==> src/rtl/ctrl_pkg.sv <==
// Shared encodings for the multicycle controller: states, opcode classes,
// opcode constants and the datapath select field values.
package ctrl_pkg;

  typedef enum logic [2:0] {
    S_FETCH  = 3'd0,
    S_DECODE = 3'd1,
    S_EXEC   = 3'd2,
    S_MEM    = 3'd3,
    S_WB     = 3'd4
  } state_t;

  typedef enum logic [2:0] {
    CLS_NONE   = 3'd0,
    CLS_R      = 3'd1,
    CLS_I      = 3'd2,
    CLS_LOAD   = 3'd3,
    CLS_STORE  = 3'd4,
    CLS_BRANCH = 3'd5,
    CLS_JAL    = 3'd6,
    CLS_JALR   = 3'd7
  } op_class_t;

  localparam logic [6:0] OP_R      = 7'b0110011;
  localparam logic [6:0] OP_I      = 7'b0010011;
  localparam logic [6:0] OP_LOAD   = 7'b0000011;
  localparam logic [6:0] OP_STORE  = 7'b0100011;
  localparam logic [6:0] OP_BRANCH = 7'b1100011;
  localparam logic [6:0] OP_JAL    = 7'b1101111;
  localparam logic [6:0] OP_JALR   = 7'b1100111;

  localparam logic [1:0] ALU_ADD   = 2'b00;
  localparam logic [1:0] ALU_SUB   = 2'b01;
  localparam logic [1:0] ALU_RTYPE = 2'b10;
  localparam logic [1:0] ALU_ITYPE = 2'b11;

  localparam logic [1:0] SRCB_RS2  = 2'b00;
  localparam logic [1:0] SRCB_FOUR = 2'b01;
  localparam logic [1:0] SRCB_IMM  = 2'b10;

  localparam logic [1:0] PC_PLUS4  = 2'b00;
  localparam logic [1:0] PC_TARGET = 2'b01;
  localparam logic [1:0] PC_JALR   = 2'b10;

  localparam logic [1:0] WB_ALU    = 2'b00;
  localparam logic [1:0] WB_MEM    = 2'b01;
  localparam logic [1:0] WB_PC4    = 2'b10;

  typedef struct packed {
    logic       mem_read;
    logic       mem_write;
    logic       ir_write;
    logic       pc_write;
    logic       pc_write_cond;
    logic [1:0] pc_src;
    logic       alu_src_a;
    logic [1:0] alu_src_b;
    logic [1:0] alu_op;
    logic [1:0] mem_to_reg;
    logic       reg_write;
    logic       instr_done;
    logic       illegal_op;
  } ctrl_out_t;

endpackage

==> src/rtl/opcode_class_decode.sv <==
// Maps a 7-bit RV32 major opcode to its controller class; unknown opcodes
// report CLS_NONE with o_legal low.
module opcode_class_decode
  import ctrl_pkg::*;
(
  input  logic [6:0] i_opcode,
  output op_class_t  o_class,
  output logic       o_legal
);

  always_comb begin
    o_class = CLS_NONE;
    o_legal = 1'b1;
    case (i_opcode)
      OP_R:      o_class = CLS_R;
      OP_I:      o_class = CLS_I;
      OP_LOAD:   o_class = CLS_LOAD;
      OP_STORE:  o_class = CLS_STORE;
      OP_BRANCH: o_class = CLS_BRANCH;
      OP_JAL:    o_class = CLS_JAL;
      OP_JALR:   o_class = CLS_JALR;
      default:   o_legal = 1'b0;
    endcase
  end

endmodule

==> src/rtl/multicycle_control.sv <==
// Multicycle RV32 control FSM: FETCH, DECODE, EXEC, MEM, WB with memory waits
// and an opcode class latched in DECODE so later opcode changes are ignored.
module multicycle_control
  import ctrl_pkg::*;
(
  input  logic       clk,
  input  logic       reset,
  input  logic [6:0] opcode,
  input  logic       mem_ready,
  output logic       mem_read,
  output logic       mem_write,
  output logic       ir_write,
  output logic       pc_write,
  output logic       pc_write_cond,
  output logic [1:0] pc_src,
  output logic       alu_src_a,
  output logic [1:0] alu_src_b,
  output logic [1:0] alu_op,
  output logic [1:0] mem_to_reg,
  output logic       reg_write,
  output logic       instr_done,
  output logic       illegal_op,
  output logic [2:0] dbg_state
);

  state_t    r_state;
  state_t    w_next;
  op_class_t r_class;
  op_class_t w_dec_class;
  logic      w_dec_legal;
  ctrl_out_t w_out;
  ctrl_out_t w_gated;

  opcode_class_decode u_decode (
    .i_opcode (opcode),
    .o_class  (w_dec_class),
    .o_legal  (w_dec_legal)
  );

  always_ff @(posedge clk or posedge reset) begin
    if (reset) begin
      r_state <= S_FETCH;
      r_class <= CLS_NONE;
    end else begin
      r_state <= w_next;
      if (r_state == S_DECODE) r_class <= w_dec_class;
    end
  end

  // Memory handshake: a request (mem_read/mem_write) stays high every cycle
  // until the cycle mem_ready is high; that cycle completes the transfer.
  always_comb begin
    w_next = r_state;
    w_out  = '0;
    case (r_state)
      S_FETCH: begin
        w_out.mem_read  = 1'b1;
        w_out.alu_src_b = SRCB_FOUR;
        w_out.alu_op    = ALU_ADD;
        if (mem_ready) begin
          w_out.ir_write = 1'b1;
          w_out.pc_write = 1'b1;
          w_out.pc_src   = PC_PLUS4;
          w_next         = S_DECODE;
        end
      end
      S_DECODE: begin
        if (w_dec_legal) begin
          w_next = S_EXEC;
        end else begin
          w_out.illegal_op = 1'b1;
          w_next           = S_FETCH;
        end
      end
      S_EXEC: begin
        w_next = S_FETCH;
        case (r_class)
          CLS_R, CLS_I: begin
            w_out.alu_src_a = 1'b1;
            w_out.alu_src_b = (r_class == CLS_R) ? SRCB_RS2 : SRCB_IMM;
            w_out.alu_op    = (r_class == CLS_R) ? ALU_RTYPE : ALU_ITYPE;
            w_next          = S_WB;
          end
          CLS_LOAD, CLS_STORE: begin
            w_out.alu_src_a = 1'b1;
            w_out.alu_src_b = SRCB_IMM;
            w_out.alu_op    = ALU_ADD;
            w_next          = S_MEM;
          end
          CLS_BRANCH: begin
            w_out.alu_src_a     = 1'b1;
            w_out.alu_src_b     = SRCB_RS2;
            w_out.alu_op        = ALU_SUB;
            w_out.pc_write_cond = 1'b1;
            w_out.pc_src        = PC_TARGET;
            w_out.instr_done    = 1'b1;
          end
          CLS_JAL: begin
            w_out.reg_write  = 1'b1;
            w_out.mem_to_reg = WB_PC4;
            w_out.pc_write   = 1'b1;
            w_out.pc_src     = PC_TARGET;
            w_out.instr_done = 1'b1;
          end
          CLS_JALR: begin
            w_out.reg_write  = 1'b1;
            w_out.mem_to_reg = WB_PC4;
            w_out.pc_write   = 1'b1;
            w_out.pc_src     = PC_JALR;
            w_out.alu_src_a  = 1'b1;
            w_out.alu_src_b  = SRCB_IMM;
            w_out.alu_op     = ALU_ADD;
            w_out.instr_done = 1'b1;
          end
          default: w_next = S_FETCH;
        endcase
      end
      S_MEM: begin
        if (r_class == CLS_STORE) begin
          w_out.mem_write = 1'b1;
          if (mem_ready) begin
            w_out.instr_done = 1'b1;
            w_next           = S_FETCH;
          end
        end else if (r_class == CLS_LOAD) begin
          w_out.mem_read = 1'b1;
          if (mem_ready) w_next = S_WB;
        end else begin
          w_next = S_FETCH;
        end
      end
      S_WB: begin
        w_out.reg_write  = 1'b1;
        w_out.mem_to_reg = (r_class == CLS_LOAD) ? WB_MEM : WB_ALU;
        w_out.instr_done = 1'b1;
        w_next           = S_FETCH;
      end
      default: w_next = S_FETCH;
    endcase
  end

  // Reset forces every output low combinationally, even in the FETCH state.
  assign w_gated       = reset ? '0 : w_out;
  assign mem_read      = w_gated.mem_read;
  assign mem_write     = w_gated.mem_write;
  assign ir_write      = w_gated.ir_write;
  assign pc_write      = w_gated.pc_write;
  assign pc_write_cond = w_gated.pc_write_cond;
  assign pc_src        = w_gated.pc_src;
  assign alu_src_a     = w_gated.alu_src_a;
  assign alu_src_b     = w_gated.alu_src_b;
  assign alu_op        = w_gated.alu_op;
  assign mem_to_reg    = w_gated.mem_to_reg;
  assign reg_write     = w_gated.reg_write;
  assign instr_done    = w_gated.instr_done;
  assign illegal_op    = w_gated.illegal_op;
  assign dbg_state     = r_state;

endmodule

==> config.mk <==
export PLATFORM = sky130hd
export DESIGN_NAME = multicycle_control
export DESIGN_NICKNAME = d
export VERILOG_FILES = /design/src/rtl/ctrl_pkg.sv /design/src/rtl/opcode_class_decode.sv /design/src/rtl/multicycle_control.sv
export SDC_FILE = /design/constraint.sdc
export NUM_CORES = 1
export LEC_CHECK = 0
export ABC_AREA = 1
export CAP_MARGIN = 20
export CORE_MARGIN = 4
export CORE_UTILIZATION = 41
export CTS_CLUSTER_DIAMETER = 60
export DETAILED_ROUTE_END_ITERATION = 10
export HOLD_SLACK_MARGIN = 0.05
export PLACE_DENSITY = 0.9
export SLEW_MARGIN = 0
export SYNTH_ARGS = -nofsm -noshare
export SYNTH_HDL_FRONTEND = slang
export SYNTH_SLANG_ARGS = --single-unit
==> constraint.sdc <==
create_clock -name clk -period 3.4 [get_ports clk]
set_input_delay 0.85 -clock clk [delete_from_list [all_inputs] [get_ports clk]]
set_output_delay 0.85 -clock clk [all_outputs]
set_load 0.01 [all_outputs]
Word level (Yosys, flattened, before mapping)
Index checks and enable logic that the tools add are counted.
{"block": "word_totals", "in_bits": 10, "register_bits": 6, "word_cells": 70, "output_inout_bits": 20}
{"block": "classes", "n_reduce_logical": 9, "n_mux": 38, "n_eq_ne": 21}
{"operator": "== test 7 bit, second input constant", "count": 3}
{"operator": "one-hot mux 3 bit (7 select lines)", "count": 1}
{"operator": "2-to-1 mux 3 bit", "count": 6}
{"operator": "2-to-1 mux 1 bit", "count": 17}
{"operator": "2-to-1 mux 17 bit", "count": 1}
{"operator": "== test 3 bit, second input constant", "count": 5}
{"operator": "one-hot mux 5 bit (3 select lines)", "count": 1}
{"operator": "== test 7 x 6 -> 1 bit, second input constant", "count": 2}
{"operator": "== test 3 x 2 -> 1 bit, second input constant", "count": 4}
{"operator": "one-hot mux 3 bit (2 select lines)", "count": 2}
{"operator": "one-hot mux 3 bit (4 select lines)", "count": 1}
{"operator": "2-to-1 mux 2 bit", "count": 4}
{"operator": "one-hot mux 4 bit (2 select lines)", "count": 1}
{"operator": "OR reduction 2 bit", "count": 4}
{"operator": "== test 7 x 2 -> 1 bit, second input constant", "count": 1}
{"operator": "== test 7 x 5 -> 1 bit, second input constant", "count": 1}
{"operator": "OR reduction 7 bit", "count": 1}
{"operator": "== test 3 x 1 -> 1 bit, second input constant", "count": 2}
{"operator": "!= test 3 bit, second input constant", "count": 2}
{"operator": "OR reduction 3 bit", "count": 2}
{"operator": "one-hot mux 1 bit (2 select lines)", "count": 2}
{"operator": "one-hot mux 2 bit (2 select lines)", "count": 1}
{"operator": "logical NOT 3 bit", "count": 1}
{"operator": "one-hot mux 1 bit (3 select lines)", "count": 1}
{"operator": "other kinds (2)", "count": 2}

Longest topological paths before layout
{"block": "depth", "word_depth": 6, "depth_mapped": 8, "depth_no_buf": 8}

Cells and area by module
Synthesis repeated with hierarchy kept, for this count alone.
{"block": "hier_totals", "hier_cells": 107, "area_unflattened_um2": 618.1}
{"mod": "multicycle_control", "instances": 1, "area_each_um2": 501.7, "cells_per_inst": 80, "seq_area_each_um2": 150.1}
{"mod": "opcode_class_decode", "instances": 1, "area_each_um2": 116.4, "cells_per_inst": 27, "seq_area_each_um2": 0.0}

Least setup slack after synthesis
No wires, ideal clock.
{"block": "synth_path", "path_kind": "input port to output port", "start": "in reset", "end": "out mem_to_reg[0]", "n_path_buf": 1, "stages": 4, "arrival_ps": 1599, "slack_ps": 951, "required_time_ps": 2550, "path_cell_list": "buf_2 -> inv_1 -> nand3_1 -> nor3_1"}
{"block": "synth_via", "elab_chain_len": 1}
{"item": "start, declared", "line": "multicycle_control.sv:7", "rtl": "input logic reset,"}
{"item": "2-to-1 mux 17 bit", "line": "multicycle_control.sv:143", "rtl": "assign w_gated = reset ? '0 : w_out;"}
{"item": "end, declared", "line": "multicycle_control.sv:19", "rtl": "output logic [1:0] mem_to_reg,"}
No other way between the ends.

Worst setup path in the final report
{"block": "layout_path", "start": "in reset", "end": "out alu_src_a"}
{"block": "layout_via", "elab_chain_len": 1}
{"item": "2-to-1 mux 17 bit", "line": "multicycle_control.sv:143"}
{"item": "end, declared", "line": "multicycle_control.sv:16", "rtl": "output logic alu_src_a,"}
No other way between the ends.

==> impl_metrics.ini <==
[outcome]
status = finished, final reports clean

[place]
dpl_worst_slack_ns = 0.1435
dp_hpwl_um = 1404
numPortBuffers = 29
place_inst = 145
gp_congestion = 0.8940
place_area_um2 = 909.6

[grt]
grt_pass1_vias = 704
grt-ovfl-total = 0
gr-usage-met1_pct = 19.00
gr-usage-met3_pct = 3.557
track_usage_pct = 17.29
met2_usage_pct = 31.04
grt_max_degree = 8
top_usage_layer = met2
grt_antenna_before_repair = 0
grt_pass1_wl_um = 2684

[synthesis]
synth_top_area_share_pct = 25.42
ys_types = 22
syn_nets = 110
ys_warn_count = 0
syn_inst = 100
synth_area_um2 = 590.6
async_flop_share_pct = 100.0
synth_area_per_cell_um2 = 5.906
post-synth-top-area-cell = dfrtp_1
synth_edf_count = 0
ys_top_cells_by_area = dfrtp_1 25%, nand2_1 15%, nor2_1 10%
synth_ff_type = dfrtp_1
synth_seq_cells = 6
seq_area_frac_synth_pct = 25.42

[timing]
hold_viol_final = 0
fin_tns_setup_ns = 0
layout_min_cycle_time_ns = 3.211
clock.fmax_mhz = 311.4
finClkSkew_ns = 0.001495
rsz0062_at_grt = false
setup_viol = 0
hold_ws_ns = 0.5680
worst_slack_ns = 0.1891
relSlewSlack_pct = 82.55
finalCritPeriodShare_pct = 94.44
tightest_slew_ns = 0.2608
drv_slew = 0

[cts]
clk_path_buf_depth = 2
cts_setup_buffers = 0
htree_levels = 1
cts_tree = built
cts_buffers = 3
cts_root_buffer = clkbuf_4
clkTransAtPathRegs_ns = 0.04
cts_sinks = 6
clk_latency_ns = 0.24

[setup_path]
critical_path.startpoint = reset
end_kind = output pin
r2r-start = r_class[0]
required_ns = 2.55
start_kind = input port
arrival_ns = 2.36
worst-setup-path-type = input port to output pin
worstPathMaxFanout = 7

[finish]
multiInputGateArea_um2 = 379.1
syn2layout_area_growth_pct = 58.26
final_common_cell = clkdlybuf4s50_1
nets = 145
nFillCells = 131
final_cell_mix = 28 x clkdlybuf4s50_1, 24 x nand2_1, 16 x nor2_1
fin_area_um2 = 934.6
drive_above_1_share_pct = 15.04
final_cells = 148
regArea_um2 = 150.1
num_antenna_cells = 0

[hold_path]
hp-class = flop to flop
worstHoldStart = r_class[1]

[drt]
drc = 0
first_pass_iters = 4
vias = 728
wl_per_cell_um = 10.62
postRouteAntennaNets = 0
routed_wl_um = 1572
drtIter0Drc = 9
vias_per_cell = 4.919

[floorplan]
std_cell_rows = 13
die_h_um = 45.95
die-area_um2 = 2111
core_um2 = 1334
initial_core_util_pct = 44.28
die_x_um = 45.95
io_pins = 30

[run]
maxCapViolCount = 0

[power]
powerDensity_nw_per_um2 = 415.9
power.leakage_nw = 0.4452
ir_worst_vdd_mv = 0.2059
layout make-up:
cell class | count | share of cell area, %
clock buffers | 3 | 2.410
inverters | 15 | 6.024
multi-input cells | 78 | 40.56
flip-flops and latches | 6 | 16.06
well taps | 15 | 2.008
repair buffers | 31 | 32.93
where the power goes:
part | internal (mW) | switching, mW
clock network | 0.0398 | 0.0237
registers | 0.0883 | 0.0290
logic | 0.0919 | 0.116
total | 0.220 | 0.169
cell usage after synthesis (2+ instances only):
library cell / count
nand2_1: 24
nor2_1: 16
inv_1: 14
nand3_1: 8
dfrtp_1: 6
nand2_2: 6
nor2_2: 6
a21oi_1: 2
a31oi_1: 2
nor3_1: 2
o21ai_0: 2
o21ai_1: 2
registers in the layout, summed over array words and instances, names as in the netlist:
signal and cells:
r_class 3, dbg_state 3
worst max-delay path, stage by stage:
cell,delay (ns)
clkdlybuf4s50_1,0.49
nor2_2,0.22
inv_2,0.10
a31oi_1,0.15
clkdlybuf4s50_1,0.55
logic make-up (layout without fill, tap and decap cells):
logic type	Yosys count	after routing	synth area share [%]
DFF	6	6	25.42
buffers and inverters	16	49	10.38
AOI/OAI and AO/OA	12	12	12.08
and+or+nand+nor	66	66	52.12
final timing paths:
kind	slack, ns	cells after the start	end
min in group asynchronous	1.07	3	dbg_state[2]
worst min-delay path	0.57	2	r_class[1]
worst max-delay path	0.19	5	alu_src_a
worst min register to register	0.57	2	r_class[1]
worst max register to register	2.20	5	dbg_state[2]
max in group asynchronous	2.22	3	r_class[0]
what timing repair did:
| action | 4_1_cts | 5_1_grt |
|---|---|---|
| endpoints found under the setup margin | 0 | 1 |
| gates resized for setup | 0 | 1 |
| hold buffers | 0 | 0 |
metal layers:
metal | part of all wire [%] | up-vias
met1 | 38 | 310
li1 | - | 384
met4 | 1.2 | 0
met2 | 51 | 31
met5 | 0 | -
met3 | 9.9 | 3
per-stage QoR:
stage | util (%) | power [mW]
after CTS | 69.89 | 0.3924
final | 70.08 | 0.3888
after floorplan | - | 0.2400
after detailed placement | 68.20 | 0.3269
after global placement | 68.20 | 0.3204
after global routing | 70.08 | 0.4247
Note: power is estimated with default switching activity, not from simulation.
